### config.mk
export PLATFORM = sky130hd
export DESIGN_NAME = snn_config_loader
export DESIGN_NICKNAME = d
export VERILOG_FILES = /design/src/rtl/snn_config_loader_pkg.sv /design/src/rtl/snn_cfg_buffer.sv /design/src/rtl/snn_config_loader.sv
export SDC_FILE = /design/constraint.sdc
export NUM_CORES = 1
export LEC_CHECK = 0
export CAP_MARGIN = 20
export CORE_MARGIN = 2
export CORE_UTILIZATION = 51
export CTS_BUF_LIST = sky130_fd_sc_hd__clkbuf_4
export CTS_CLUSTER_DIAMETER = 100
export DETAILED_ROUTE_END_ITERATION = 16
export GPL_ROUTABILITY_DRIVEN = 0
export PLACE_DENSITY = 0.65
export REMOVE_ABC_BUFFERS = 1
export SYNTH_ARGS = -nofsm -noshare
export SYNTH_HDL_FRONTEND = slang
export SYNTH_SLANG_ARGS = --single-unit
export TNS_END_PERCENT = 100
### constraint.sdc
create_clock -name clk -period 5.6 [get_ports clk]
set_input_delay 1.12 -clock clk [delete_from_list [all_inputs] [get_ports clk]]
set_output_delay 1.12 -clock clk [all_outputs]
set_load 0.01 [all_outputs]
### src/rtl/snn_config_loader_pkg.sv
// Shared definitions for the SNN configuration loader.
//   - loader FSM state encoding
//   - frame header byte, register-file size and inter-byte timeout
//   - network register-map addresses
//   - helper for the 9-bit frame range check
package snn_config_loader_pkg;

   localparam logic [7:0] HEADER     = 8'hA5;
   localparam int         NUM_PARAMS = 15;
   localparam int         TIMEOUT    = 255;
   localparam int         ADDR_W     = 4;
   localparam int         DATA_W     = 8;

   typedef enum logic [2:0] {
      ST_IDLE   = 3'd0,
      ST_LEN    = 3'd1,
      ST_BASE   = 3'd2,
      ST_DATA   = 3'd3,
      ST_CSUM   = 3'd4,
      ST_COMMIT = 3'd5,
      ST_ERR    = 3'd6
   } state_e;

   // Network register map
   localparam logic [ADDR_W-1:0] ADDR_THRESHOLD     = 4'd0;
   localparam logic [ADDR_W-1:0] ADDR_LEAK_RATE     = 4'd1;
   localparam logic [ADDR_W-1:0] ADDR_REFRAC_PERIOD = 4'd2;
   localparam logic [ADDR_W-1:0] ADDR_FIRST_W0      = 4'd3;
   localparam logic [ADDR_W-1:0] ADDR_FIRST_W1      = 4'd4;
   localparam logic [ADDR_W-1:0] ADDR_FIRST_W2      = 4'd5;
   localparam logic [ADDR_W-1:0] ADDR_SECOND_W0     = 4'd6;
   localparam logic [ADDR_W-1:0] ADDR_SECOND_W1     = 4'd7;
   localparam logic [ADDR_W-1:0] ADDR_SECOND_W2     = 4'd8;
   localparam logic [ADDR_W-1:0] ADDR_SECOND_W3     = 4'd9;
   localparam logic [ADDR_W-1:0] ADDR_SECOND_W4     = 4'd10;
   localparam logic [ADDR_W-1:0] ADDR_SECOND_W5     = 4'd11;
   localparam logic [ADDR_W-1:0] ADDR_SECOND_W6     = 4'd12;
   localparam logic [ADDR_W-1:0] ADDR_SECOND_W7     = 4'd13;
   localparam logic [ADDR_W-1:0] ADDR_SECOND_W8     = 4'd14;

   // True when a frame of 'len' bytes starting at 'base' fits in a register
   // file of 'num' entries. Done at 9 bits so base=255 cannot wrap into range.
   function automatic logic frame_fits(input logic [7:0] base,
                                       input logic [3:0] len,
                                       input int         num);
      logic [8:0] span;
      span = {1'b0, base} + {5'd0, len};
      return span <= 9'(num);
   endfunction

endpackage

### src/rtl/snn_cfg_buffer.sv
// Staging buffer for frame payload bytes. Payload is held here until the
// checksum has been verified, then replayed to the network register file.
// Ports:
//   clk    - clock
//   we     - write enable
//   waddr  - write index
//   wdata  - write data
//   raddr  - read index (combinational read)
//   rdata  - read data; zero for indices beyond DEPTH-1
// Contents are not reset.
module snn_cfg_buffer
   import snn_config_loader_pkg::*;
#(
   parameter int DEPTH = NUM_PARAMS,
   parameter int AW    = ADDR_W,
   parameter int DW    = DATA_W
) (
   input  logic          clk,
   input  logic          we,
   input  logic [AW-1:0] waddr,
   input  logic [DW-1:0] wdata,
   input  logic [AW-1:0] raddr,
   output logic [DW-1:0] rdata
);

   logic [DW-1:0] mem [DEPTH];

   always_ff @(posedge clk) begin
      if (we && (int'(waddr) < DEPTH)) begin
         mem[waddr] <= wdata;
      end
   end

   // The commit sequencer briefly parks the read index one past the last
   // entry; return zero there rather than reading out of range.
   assign rdata = (int'(raddr) < DEPTH) ? mem[raddr] : '0;

endmodule

### src/rtl/snn_config_loader.sv
// Byte-stream configuration loader for a small spiking network.
// Receives frames  HEADER, LEN, BASE, LEN data bytes, CSUM  (CSUM = XOR of
// LEN, BASE and data), stages the payload, and only after the checksum
// matches replays it as LEN consecutive register-file writes. The network is
// frozen (run=0, spikes gated off) from the moment a frame header is accepted
// until a frame commits successfully.
//
// Handshake: a byte transfers on a rising edge where byte_valid and
// byte_ready are both high; byte_data must be stable while byte_valid is
// high and not yet accepted. byte_ready is low only while committing or
// reporting an error.
//
// Ports:
//   clk, reset     - clock, synchronous active-high reset
//   byte_valid     - input byte strobe
//   byte_data      - input byte
//   byte_ready     - loader can accept a byte this cycle
//   cfg_addr       - register-file address to the network
//   cfg_data       - register-file data to the network
//   cfg_we         - register-file write enable (high only while committing)
//   spikes_in      - raw input spikes
//   spikes_gated   - spikes_in masked by run
//   run            - network configured and running
//   cfg_error      - sticky frame-error flag, cleared by a good frame
module snn_config_loader
   import snn_config_loader_pkg::*;
#(
   parameter logic [7:0] HEADER     = snn_config_loader_pkg::HEADER,
   parameter int         NUM_PARAMS = snn_config_loader_pkg::NUM_PARAMS,
   parameter int         TIMEOUT    = snn_config_loader_pkg::TIMEOUT
) (
   input  logic       clk,
   input  logic       reset,
   input  logic       byte_valid,
   input  logic [7:0] byte_data,
   output logic       byte_ready,
   output logic [3:0] cfg_addr,
   output logic [7:0] cfg_data,
   output logic       cfg_we,
   input  logic [2:0] spikes_in,
   output logic [2:0] spikes_gated,
   output logic       run,
   output logic       cfg_error
);

   localparam int TMR_W = $clog2(TIMEOUT + 1);

   state_e           state;
   logic [3:0]       len_q;
   logic [7:0]       base_q;
   logic [7:0]       csum_q;
   logic [3:0]       cnt_q;   // payload index while receiving and committing
   logic [TMR_W-1:0] tmr_q;

   logic             xfer;
   logic             in_frame;
   logic             buf_we;
   logic [7:0]       buf_rdata;

   assign byte_ready   = (state != ST_COMMIT) && (state != ST_ERR);
   assign xfer         = byte_valid && byte_ready;
   assign in_frame     = (state == ST_LEN) || (state == ST_BASE) ||
                         (state == ST_DATA) || (state == ST_CSUM);
   assign buf_we       = (state == ST_DATA) && xfer;
   assign spikes_gated = spikes_in & {3{run}};

   snn_cfg_buffer #(
      .DEPTH (NUM_PARAMS),
      .AW    (4),
      .DW    (8)
   ) u_buffer (
      .clk   (clk),
      .we    (buf_we),
      .waddr (cnt_q),
      .wdata (byte_data),
      .raddr (cnt_q),
      .rdata (buf_rdata)
   );

   always_ff @(posedge clk) begin
      if (reset) begin
         state     <= ST_IDLE;
         run       <= 1'b0;
         cfg_error <= 1'b0;
         cfg_we    <= 1'b0;
         cfg_addr  <= '0;
         cfg_data  <= '0;
         len_q     <= '0;
         base_q    <= '0;
         csum_q    <= '0;
         cnt_q     <= '0;
         tmr_q     <= '0;
      end else begin
         cfg_we <= 1'b0;

         if (in_frame && !xfer) begin
            tmr_q <= tmr_q + TMR_W'(1);
         end else begin
            tmr_q <= '0;
         end

         case (state)
            ST_IDLE: begin
               cnt_q <= '0;
               if (xfer && (byte_data == HEADER)) begin
                  run   <= 1'b0;
                  state <= ST_LEN;
               end
            end

            ST_LEN: begin
               if (xfer) begin
                  if ((byte_data == 8'd0) || (int'(byte_data) > NUM_PARAMS)) begin
                     state <= ST_ERR;
                  end else begin
                     len_q  <= byte_data[3:0];
                     csum_q <= byte_data;
                     state  <= ST_BASE;
                  end
               end
            end

            ST_BASE: begin
               if (xfer) begin
                  if (!frame_fits(byte_data, len_q, NUM_PARAMS)) begin
                     state <= ST_ERR;
                  end else begin
                     base_q <= byte_data;
                     csum_q <= csum_q ^ byte_data;
                     cnt_q  <= '0;
                     state  <= ST_DATA;
                  end
               end
            end

            ST_DATA: begin
               if (xfer) begin
                  csum_q <= csum_q ^ byte_data;
                  if (cnt_q == len_q - 4'd1) begin
                     cnt_q <= '0;
                     state <= ST_CSUM;
                  end else begin
                     cnt_q <= cnt_q + 4'd1;
                  end
               end
            end

            ST_CSUM: begin
               if (xfer) begin
                  if (byte_data == csum_q) begin
                     // First write is issued on entry so cfg_we is high for
                     // exactly the LEN cycles spent in COMMIT.
                     cfg_we   <= 1'b1;
                     cfg_addr <= 4'(base_q + 8'(cnt_q));
                     cfg_data <= buf_rdata;
                     cnt_q    <= 4'd1;
                     state    <= ST_COMMIT;
                  end else begin
                     state <= ST_ERR;
                  end
               end
            end

            ST_COMMIT: begin
               if (cnt_q == len_q) begin
                  run       <= 1'b1;
                  cfg_error <= 1'b0;
                  cnt_q     <= '0;
                  state     <= ST_IDLE;
               end else begin
                  cfg_we   <= 1'b1;
                  cfg_addr <= 4'(base_q + 8'(cnt_q));
                  cfg_data <= buf_rdata;
                  cnt_q    <= cnt_q + 4'd1;
               end
            end

            ST_ERR: begin
               cfg_error <= 1'b1;
               run       <= 1'b0;
               state     <= ST_IDLE;
            end

            default: state <= ST_IDLE;
         endcase

         // Inter-byte timeout overrides the receive states when no byte moved.
         if (in_frame && !xfer && (tmr_q == TMR_W'(TIMEOUT - 1))) begin
            state <= ST_ERR;
         end
      end
   end

endmodule

; After elaboration in Yosys (flattened, before gate mapping)
; Memory sizes are Yosys's and may differ from the RTL's. A register that Yosys moved wholly into a read port is not among the register bits.
; Cells that the tools add are included.
[word_totals]
mem_count = 1
reg_bits = 46
elab_cells = 134
inputBits = 14
ramBits = 120
latch_bits = 0
out_inout_bits = 19
mem_bits_ro = 0
[op_classes]
n_mul = 0
magnitude_cmp = 3
shifts = 0
n_addsub = 5
n_mux = 48
n_div = 0
bitwise_logic = 4
n_reduce_logical = 30
eq_ne = 31
[mem_list]
columns = memory, words, word_bits, read_ports, rd_ports_with_merged_regs, wr, line_no
row1 = u_buffer.mem, 15, 8, 1, 1, 1, snn_cfg_buffer.sv:26  ; logic [DW-1:0] mem [DEPTH];
[ops]
columns = cell, n
row1 = $mux 8, 9
row2 = $mux 4, 12
row3 = $mux 3, 10
row4 = $pmux 8 s3, 1
row5 = $pmux 4 s5, 1
row6 = $pmux 3 s6, 1
row7 = $eq 8x8->1 const B, 2
row8 = $ne 2x2->1 const B, 8
row9 = $pmux 8 s2, 1
row10 = $reduce_and 7->1, 2
row11 = $ne 3x2->1 const B, 4
row12 = $ne 3x3->1 const B, 4
row13 = $reduce_and 6->1, 2
row14 = $add 8x4->9, 1
row15 = $eq 3x3->1 const B, 3
row16 = $le 9x4->1 const B, 1
row17 = $reduce_and 3->1, 3
row18 = $add 8x1->8 const B, 1
row19 = $eq 4x4->1, 2
row20 = $eq 8x8->1, 1
row21 = $gt 8x4->1 const B, 1
row22 = $logic_not 8->1, 1
row23 = $mux 1, 8
row24 = $pmux 4 s2, 1
row25 = 24 further kinds, 41

; Longest topological paths before layout
[depth]
ltp_word = 8
ltp_mapped = 9
depth_no_buf = 8

; Cells and area by module
; From an unflattened synthesis, not the netlist that was laid out.
[hier_totals]
cells_unflattened = 550
area_unflattened_um2 = 7344.5
[modules_own_cells]
columns = mod, seq_area_each_um2, area_per_inst_um2, instances, cells_each
row1 = snn_cfg_buffer, 3603.5, 4760.8, 1, 252
row2 = snn_config_loader, 920.9, 2583.7, 1, 298

; Worst setup path before layout
; OpenSTA, ideal clock, no wires.
[synth_path]
path_kind = input to register
start = in byte_data[0]
end = reg with a tool-made name
setup_ns = 0.092
required_time_ns = 5.508
slack_ns = 2.647
t_arrival_ns = 2.861
path_stages = 8
n_path_buf = 0
cell_sequence = ha_1 fa_1 and3_1 a31oi_1 o31ai_1 a211o_1 a21boi_0 o32ai_1
[synth_rtl]
columns = item, line_no
row1 = start: declaration, snn_config_loader.sv:35  ; input logic [7:0] byte_data,

==> tab_implementation.tex <==
\begin{tabular}{lr}
\hline
Metric & Value \\
\hline
\multicolumn{2}{l}{\textbf{Global route}} \\
\quad Aggregate global routing overflow & 0 \\
\quad Number of antenna violations at the first check in global routing & 1 \\
\quad Pin count of the biggest net entering global routing & 39 \\
\quad Total track usage & 0.210 \\
\quad Via count of the first global-routing pass & 4475 \\
\quad Wire length of the first global-routing pass & 24.7 mm \\
\multicolumn{2}{l}{\textbf{Min path}} \\
\quad Startpoint of the tightest hold check path & cfg\_data[6] \\
\quad Worst hold-check path type & register to register \\
\multicolumn{2}{l}{\textbf{Logic synthesis}} \\
\quad Proportion of synthesized flip-flops having asynchronous set or reset & 0 \\
\quad Proportion of synthesized area in mux cells & 0.118 \\
\quad Synthesized instance count & 550 \\
\quad Area fraction of the dominant cell type after synthesis & 0.482 \\
\quad Xor and xnor area share after synthesis & 0.0303 \\
\quad Post-synth EDFFs & 120 \\
\quad Share of the yosys chip area belonging to registers & 0.616 \\
\quad Average cell area after synthesis & 13.6 um\^{}2 \\
\quad Synth warnings & 0 \\
\quad Flip-flop and latch count after synthesis & 170 \\
\quad Complex-gate fraction of the synthesized area & 0.0696 \\
\quad Largest area contributor in the netlist & edfxtp\_1 \\
\quad Dominant combinational cell family by area after synthesis & multiplexers \\
\quad Synth Area in Simple Gates & 0.103 \\
\quad Biggest area contributors in the synthesized netlist & edfxtp\_1 48\%, dfxtp\_1 13\%, mux4\_1 5.6\%, mux4\_2 4.2\%, nor2\_1 2.5\% \\
\quad Cell area after synthesis & 7480 um\^{}2 \\
\quad Adder-cell share of the synthesized area & 0.0288 \\
\quad Library cells used by synthesis & 51 \\
\quad Commonest register cell after synthesis & edfxtp\_1 \\
\multicolumn{2}{l}{\textbf{Timing}} \\
\quad Setup TNS & 0 ns \\
\quad Post-layout worst setup margin & 1.98 ns \\
\quad Hold violation count in the final report & 0 \\
\quad Part of the cycle the worst path needs & 0.647 \\
\quad Worst max-slew margin expressed relative to the limit & 0.293 \\
\quad Final critical-path required period & 3.62 ns \\
\quad Max Fclk & 276 MHz \\
\quad Post-route clock skew & 0.0214 ns \\
\quad Unrepaired setup endpoints after global routing & no \\
\quad Final setup viols & 0 \\
\quad Count of pins over their slew limit & 0 \\
\quad Slew at the pin closest to its max-slew limit & 1.06 ns \\
\multicolumn{2}{l}{\textbf{Critical path}} \\
\quad Reg-to-Reg Start & len\_q[0] \\
\quad Maximum fanout along the worst path & 24 \\
\quad WS Path Type & input pin to register \\
\quad Worst Setup Start Kind & input pin \\
\quad Critical path arrival & 4.06 ns \\
\quad Worst setup path startpoint & byte\_data[3] \\
\quad Sort of element at the end of the critical path & register \\
\quad Critical path data required time & 6.04 ns \\
\multicolumn{2}{l}{\textbf{Die}} \\
\quad Total Die Area & 15600 um\^{}2 \\
\quad I/O pin count & 33 \\
\quad Initial core utilization & 0.518 \\
\quad Row count & 44 \\
\quad Die X & 125 um \\
\quad Die extent in y & 125 um \\
\quad Area of the core & 14400 um\^{}2 \\
\multicolumn{2}{l}{\textbf{Clock tree}} \\
\quad Maximum buffer depth of the clock tree & 2 \\
\quad CTS Hold Buffers Added & 0 \\
\quad Inserted Clock Buffers & 17 \\
\quad Clock insertion delay at the later pin of the skew report & 0.56 ns \\
\quad TritonCTS clock tree & built \\
\quad Count of buffers added by post-CTS timing repair for setup & 0 \\
\quad Clock sink total & 170 \\
\quad Post-CTS sizing & 0 \\
\quad Worst-path clk slew & 0.13 ns \\
\quad Root cell of the clock tree & clkbuf\_4 \\
\quad H-tree lvl count & 4 \\
\multicolumn{2}{l}{\textbf{Run status}} \\
\quad Result of the run & finished clean \\
\multicolumn{2}{l}{\textbf{Detailed routing}} \\
\quad Iteration-0 DRC count of the detailed router & 513 \\
\quad Total wirelength of the detailed-routed design & 15.9 mm \\
\quad Remaining design rule violation count & 0 \\
\quad First-pass DRT Iterations & 5 \\
\quad Number of antenna-violating nets in the routed design & 0 \\
\quad Average wire per cell in the routed design & 20.6 um \\
\quad Vias & 4589 \\
\quad Vias per Instance & 5.95 \\
\multicolumn{2}{l}{\textbf{Layout}} \\
\quad Area of combinational cells with multiple inputs & 2620 um\^{}2 \\
\quad Most frequent cells in the layout & 120 x edfxtp\_1, 49 x nor2\_1, 48 x dfxtp\_1, 41 x nand2\_1, 32 x clkdlybuf4s50\_1 \\
\quad Share of post-route cells with drive strength above 1 & 0.101 \\
\quad Fill cell count & 1174 \\
\quad Area used by sequential logic in the layout & 4610 um\^{}2 \\
\quad Number of nets in the layout & 603 \\
\quad Most common cell after layout, fill and taps aside & edfxtp\_1 \\
\quad Area Growth Syn to Fin & 9.47\% \\
\multicolumn{2}{l}{\textbf{Job}} \\
\quad Max-cap check violation count & 0 \\
\multicolumn{2}{l}{\textbf{Power and ir drop}} \\
\quad Power per unit of standard cell area & 317 nW/um\^{}2 \\
\quad Worst IR Drop VDD & 157 uV \\
\quad Static Leakage & 2.50 nW \\
\multicolumn{2}{l}{\textbf{Placement}} \\
\quad Pre-CTS setup slack & 1.45 ns \\
\quad HPWL Detailed & 10.2 mm \\
\quad Number of port buffers & 32 \\
\hline
\end{tabular}
## Yosys cell counts, types with 2 or more instances
cell type and number:
mux4_1 16, buf_2 12, or3_1 2, ha_1 14, a21o_1 2, fa_1 2
a21boi_0 2, a21oi_1 21, clkbuf_1 11, xor2_1 8, o21a_1 2, edfxtp_1 120
nor2_1 49, mux4_2 14, and4_1 2, nand2_1 41, and2_1 7, buf_6 3
o21ai_0 22, inv_1 15, nand4_1 6, nand3_1 22, mux2i_1 15, and3_1 3
nor2b_1 6, a211oi_1 9, a31o_2 2, o32ai_1 4, buf_8 2, clkbuf_2 3
o31ai_1 2, nor3_1 11, nand2b_1 4, xnor2_1 16, dfxtp_1 50, nand3b_1 6
a31oi_1 10
## through the flow
step	instances	area [um^2]	hold slack (ns)	power, mW	utilization
after floorplan	517	7280	0.453	1.73	-
after global placement	738	7870	0.441	1.87	0.546
after detailed placement	738	7870	0.447	1.88	0.546
final	771	8190	0.469	2.60	0.568
after CTS	770	8180	0.470	2.62	0.567
after global routing	771	8190	0.488	2.70	0.568
## kinds of logic after synthesis
family                     Yosys count
AOI/OAI and AO/OA                   83
xor gates and xnor gates            25
adders and majority gates           16
buffers and inverters               48
DFF                                170
muxes                               45
and+or+nand+nor                    163
## sequential cells by signal (all words and copies together) (netlist names), named ones only
name,cells
cfg_error,1
state,3
u_buffer.mem,120
tmr_q,8
cnt_q,4
len_q,4
cfg_addr,4
cfg_we,1
cfg_data,8
base_q,4
csum_q,8
run,1
## critical path, cell delays in order
cell             delay, ns
clkdlybuf4s50_1       1.07
ha_1                  0.39
and3_1                0.18
a31oi_1               0.26
o31ai_1               0.12
a211o_1               0.43
a21boi_0              0.19
o32ai_1               0.29
## final cells by class
type / count / share of cell area
antenna: 1 / 0.000306
clock buffer: 19 / 0.0174
clock inverter: 13 / 0.0206
inverter: 15 / 0.00688
multi-input combinational: 332 / 0.320
sequential: 170 / 0.563
tap: 184 / 0.0281
timing repair buffer: 37 / 0.0437
## per-layer routing
| metal | share of wire | track usage | up-vias |
|---|---|---|---|
| met2 | 0.48 | 0.328 | 152 |
| met5 | 0 | 0 | - |
| li1 | - | - | 2121 |
| met1 | 0.45 | 0.298 | 2295 |
| met4 | 0.014 | 0.0673 | 0 |
| met3 | 0.055 | 0.0432 | 21 |
## final timing paths
check                 to  slack (ns)  cells past startpoint
max reg2reg     register        2.99                      8
min reg2reg  cfg_data[6]        0.47                      2
max             register        1.98                      8
min          cfg_data[6]        0.47                      2
## where the power goes
| part | switching [mW] | total [mW] | internal (mW) |
|---|---|---|---|
| Combinational | 0.245 | 0.448 | 0.203 |
| Clock | 0.422 | 0.744 | 0.322 |
| Sequential | 0.0421 | 1.41 | 1.36 |
Note: power is estimated with default switching activity, not from simulation.
